===== src/rtl/shift_add_multiplier_pkg.sv =====
// Purpose : shared constants and FSM state encoding for the shift-add multiplier.
// Latency : n/a (declarations only).
// Backpressure: n/a.
package shift_add_multiplier_pkg;

    // One add/shift step per multiplier bit.
    localparam int STEPS = 8;
    localparam int CNT_W = 3;
    localparam logic [CNT_W-1:0] LAST_CNT = CNT_W'(STEPS - 1);

    // 2'd3 is unused; the FSM falls back to IDLE if it ever appears.
    typedef enum logic [1:0] {
        IDLE = 2'd0,
        RUN  = 2'd1,
        DONE = 2'd2
    } state_e;

endpackage


===== src/rtl/shift_add_multiplier_adder.sv =====
// Purpose : combinational ripple-carry adder with carry-out, no carry-in.
// Latency : combinational (0 cycles).
// Backpressure: none; output follows inputs.
// Ports   : i1, i2 addends; s sum; c_out carry out of the top bit.
module shift_add_multiplier_adder #(
    parameter int WIDTH = 8
) (
    input  logic [WIDTH-1:0] i1,
    input  logic [WIDTH-1:0] i2,
    output logic [WIDTH-1:0] s,
    output logic             c_out
);

    logic carry;

    always_comb begin
        carry = 1'b0;
        s     = '0;
        for (int i = 0; i < WIDTH; i++) begin
            s[i]  = i1[i] ^ i2[i] ^ carry;
            carry = (i1[i] & i2[i]) | (carry & (i1[i] ^ i2[i]));
        end
        c_out = carry;
    end

endmodule


===== src/rtl/shift_add_multiplier.sv =====
// Purpose : sequential 8x8 unsigned shift-and-add multiplier, 16-bit product.
// Latency : start sampled at t0, product/done registered at t8, idle again at t9.
// Backpressure: start is only honoured in IDLE; ignored while busy or done.
// Ports   : clk, rst (sync, active-high); start/a/b request; busy, done, product status/result.
module shift_add_multiplier #(
    parameter int WIDTH = 8
) (
    input  logic               clk,
    input  logic               rst,
    input  logic               start,
    input  logic [WIDTH-1:0]   a,
    input  logic [WIDTH-1:0]   b,
    output logic               busy,
    output logic               done,
    output logic [2*WIDTH-1:0] product
);

    import shift_add_multiplier_pkg::*;

    state_e               state_q, state_d;
    logic [WIDTH-1:0]     mcand_q, mcand_d;
    logic [WIDTH-1:0]     acc_hi_q, acc_hi_d;
    logic [WIDTH-1:0]     acc_lo_q, acc_lo_d;
    logic [CNT_W-1:0]     cnt_q, cnt_d;
    logic                 busy_q, busy_d;
    logic                 done_q, done_d;
    logic [2*WIDTH-1:0]   product_q, product_d;

    logic [WIDTH-1:0]     sum;
    logic                 cout;
    logic [2*WIDTH-1:0]   step_res;
    logic                 last_step;

    shift_add_multiplier_adder #(.WIDTH(WIDTH)) u_adder (
        .i1    (acc_hi_q),
        .i2    (mcand_q),
        .s     (sum),
        .c_out (cout)
    );

    // The carry lands in acc_hi[7]; without it 0xFF*0xFF and similar go wrong.
    assign step_res  = acc_lo_q[0] ? {cout, sum, acc_lo_q[WIDTH-1:1]}
                                   : {1'b0, acc_hi_q, acc_lo_q[WIDTH-1:1]};
    assign last_step = (cnt_q == LAST_CNT);

    // State register (and all datapath registers).
    always_ff @(posedge clk) begin
        if (rst) begin
            state_q   <= IDLE;
            mcand_q   <= '0;
            acc_hi_q  <= '0;
            acc_lo_q  <= '0;
            cnt_q     <= '0;
            busy_q    <= 1'b0;
            done_q    <= 1'b0;
            product_q <= '0;
        end else begin
            state_q   <= state_d;
            mcand_q   <= mcand_d;
            acc_hi_q  <= acc_hi_d;
            acc_lo_q  <= acc_lo_d;
            cnt_q     <= cnt_d;
            busy_q    <= busy_d;
            done_q    <= done_d;
            product_q <= product_d;
        end
    end

    // Next-state logic.
    always_comb begin
        state_d = state_q;
        case (state_q)
            IDLE:    if (start) state_d = RUN;
            RUN:     if (last_step) state_d = DONE;
            DONE:    state_d = IDLE;
            default: state_d = IDLE;
        endcase
    end

    // Datapath and registered-output next values.
    always_comb begin
        mcand_d   = mcand_q;
        acc_hi_d  = acc_hi_q;
        acc_lo_d  = acc_lo_q;
        cnt_d     = cnt_q;
        product_d = product_q;
        busy_d    = 1'b0;
        done_d    = 1'b0;
        case (state_q)
            IDLE: begin
                if (start) begin
                    mcand_d  = a;
                    acc_lo_d = b;
                    acc_hi_d = '0;
                    cnt_d    = '0;
                    busy_d   = 1'b1;
                end
            end
            RUN: begin
                {acc_hi_d, acc_lo_d} = step_res;
                cnt_d  = cnt_q + 1'b1;
                busy_d = ~last_step;
                if (last_step) begin
                    product_d = step_res;
                    done_d    = 1'b1;
                end
            end
            default: begin
            end
        endcase
    end

    assign busy    = busy_q;
    assign done    = done_q;
    assign product = product_q;

endmodule

===== config.mk =====
export PLATFORM = sky130hd
export DESIGN_NAME = shift_add_multiplier
export DESIGN_NICKNAME = d
export VERILOG_FILES = /design/src/rtl/shift_add_multiplier_pkg.sv /design/src/rtl/shift_add_multiplier_adder.sv /design/src/rtl/shift_add_multiplier.sv
export SDC_FILE = /design/constraint.sdc
export NUM_CORES = 1
export LEC_CHECK = 0
export BUFFER_PORTS_ARGS = -buffer_cell sky130_fd_sc_hd__clkbuf_2
export CAP_MARGIN = 20
export CORE_MARGIN = 2
export CORE_UTILIZATION = 58
export DETAILED_ROUTE_END_ITERATION = 16
export PLACE_DENSITY = 0.83
export SLEW_MARGIN = 20
export SYNTH_ARGS = -nofsm -noshare
export SYNTH_HDL_FRONTEND = slang
export SYNTH_SLANG_ARGS = --single-unit
export TNS_END_PERCENT = 30

===== constraint.sdc =====
create_clock -name clk -period 12.1 [get_ports clk]
set_input_delay 0.605 -clock clk [delete_from_list [all_inputs] [get_ports clk]]
set_output_delay 0.605 -clock clk [all_outputs]
set_load 0.03 [all_outputs]

==> metrics.cfg <==
[clock_tree]
post_cts_resized = 0
clockRootBuffer = clkbuf_4
hold_buffers = 0
numCtsBuffers = 5
cts.path.max_buffers = 2
cts_sinks = 47
clk_pin_slew_ns = 0.14
h-tree-depth = 2
cts_tree = done
cts_setup_buffers = 0
clock_latency_ns = 0.37

[global_route]
overflow = 0
antenna_found_initial = 0
grt_max_degree = 34
grt_usage_pct = 21.44
grt_pass1_wl_um = 6672
grt_pass1_vias = 1429

[floorplan]
dieWidth_um = 63.26
die_height_um = 63.26
die-area_um2 = 4002
io_pins = 37
initial_core_util_pct = 60.57
core-area_um2 = 3363
fp-row-count = 21

[place]
pre_cts_ws_ns = 8.176
finalWeightedCongestion = 0.8412
hpwl_um = 2757
placed_area_um2 = 2186
io_buffer_count = 36

[timing]
finalWorstSetupSlack_ns = 8.191
setup_viol = 0
hold_violations = 0
fin_setup_tns_ns = 0
fin_worst_skew_ns = 0.009687
tightest_slew_ns = 0.7894
grt_setup_unrepaired = false
max_freq_mhz = 255.8
maxSlewViolCount = 0
fin_crit_sh_pct = 32.30
relSlewSlack_pct = 47.30
period_minus_slack_ns = 3.909

[worst_setup_path]
rrSetupSlack_ns = 8.19
crit_required_ns = 12.35
critPathKind = flip-flop to flip-flop
start_kind = flip-flop
end_kind = flip-flop
worstPathArrival_ns = 4.16
path_max_fanout = 3

[yosys]
synth_flop_cell = dfxtp_1
synth-seq-cells = 47
async_flop_share_pct = 0
syn_area_um2 = 2037
ys_seq_area_share_pct = 46.19
synth_edf_count = 0
yosysWarnings = 0
netlist-cell-type-count = 33
synth_fp_nets = 243
syn_area_per_cell_um2 = 9.518
synth_cells = 214

[routing]
vias = 1595
drtIter0Drc = 88
routed_via_density = 5.500
dr.pass1.iters = 4
ant_nets = 0
drcViolationCount = 0
wl_per_cell_um = 13.77
routed_wirelength_um = 3993

[final_layout]
design_area_um2 = 2238
area_growth_pct = 9.890
diodes = 0
nets = 272
drive_gt1_share_pct = 21.31

[pwr]
peakVddDrop_uv = 76.79
powerDensity_nw_per_um2 = 119.1
p_leak_nw = 0.8862

[worst_hold_path]
holdCritPathClass = input port to flip-flop

[job]
drv_cap = 0

[status]
status = finished clean

cell type report:
cell class                 instances  area [um2]
timing repair buffer              36       180.2
inverter                          17       63.81
multi-input combinational        136       943.4
clock buffer                       5       37.54
tap                               46       57.56
sequential                        47       940.9
fill                             292        1125
clock inverter                     3       15.01
worst max-delay path, stage by stage, from the launching register on:
cell and delay (ns):
dfxtp_1 0.37, ha_1 0.15, inv_1 0.05, fa_1 0.37, fa_1 0.38, fa_1 0.38
fa_1 0.38, fa_1 0.39, fa_1 0.36, inv_1 0.07, fa_1 0.39, mux2_2 0.28
a22oi_1 0.17, nor2_1 0.05
registers in the layout, indices dropped and copies added, names as in the netlist:
name	flops
acc_hi_q	8
acc_lo_q	8
busy	1
cnt_q	3
done	1
mcand_q	8
product	16
state_q	2
metal layers:
layer | GRT usage (%) | vias to the layer above | share of wire (%)
met5 | 0 | - | 0
met4 | 8.696 | 0 | 2.1
met3 | 6.786 | 9 | 4.5
met2 | 32.58 | 36 | 46
met1 | 28.36 | 744 | 48
li1 | - | 806 | -
power breakdown:
| group | internal, W | leakage (nW) | switching [W] | total, W |
|---|---|---|---|---|
| Sequential | 0.000160 | 0.383 | 0.00000582 | 0.000166 |
| Combinational | 0.0000118 | 0.468 | 0.0000169 | 0.0000287 |
| Clock | 0.0000217 | 0.0347 | 0.0000501 | 0.0000718 |
logic make-up (layout without fill, tap and decap cells):
family,after synthesis,in the layout,share of synthesized area (%)
AND/OR/NAND/NOR,51,51,12.53
buffers and inverters,31,61,7.494
adder cells (fa/ha/maj),10,10,8.722
flip-flops,47,47,46.19
multiplexers,3,3,1.536
AO/OA/AOI/OAI,72,72,23.53
cell usage in the layout (no fill, tap or decap), types with 6 or more instances in the layout:
cell type  instances
a21oi_1           25
nand3b_1           6
nand2_1           21
clkbuf_2          36
nor2_1            16
inv_1             17
a22o_1            14
a211oi_1           6
fa_1               7
o22ai_1            7
o21ai_0           11
dfxtp_1           47
stage by stage:
stage | hold WS, ns | total power, W | util [%] | cells
after detailed placement | 0.4616 | 0.0001981 | 64.99 | 282
final | 0.4356 | 0.0002666 | 66.56 | 290
after global routing | 0.4316 | 0.0002790 | 66.56 | 290
after CTS | 0.4313 | 0.0002665 | 66.56 | 290
after global placement | 0.4493 | 0.0001973 | 64.99 | 282
after floorplan | 0.4497 | 0.0001909 | - | 214
path summary, 6_finish.rpt:
path,to,from,depth (start not counted)
min,mcand_q[6]$_SDFFE_PP0P_,a[6],3
max reg2reg,acc_hi_q[6]$_SDFFE_PP0P_,acc_hi_q[0]$_SDFFE_PP0P_,13
min reg2reg,product[15]$_SDFFE_PP0P_,product[15]$_SDFFE_PP0P_,2
max,acc_hi_q[6]$_SDFFE_PP0P_,acc_hi_q[0]$_SDFFE_PP0P_,13
cells in the mapped netlist (6+ instances only):
cell	count	area share [%]
dfxtp_1	47	46
a21oi_1	25	6.1
nand2_1	21	3.9
inv_1	17	3.1
nor2_1	16	2.9
a22o_1	14	6.0
o21ai_0	11	2.7
buf_2	8	2.0
fa_1	7	6.9
o22ai_1	7	2.1
a211oi_1	6	2.2
nand3b_1	6	2.2
Power figures use the tool's default switching activity.
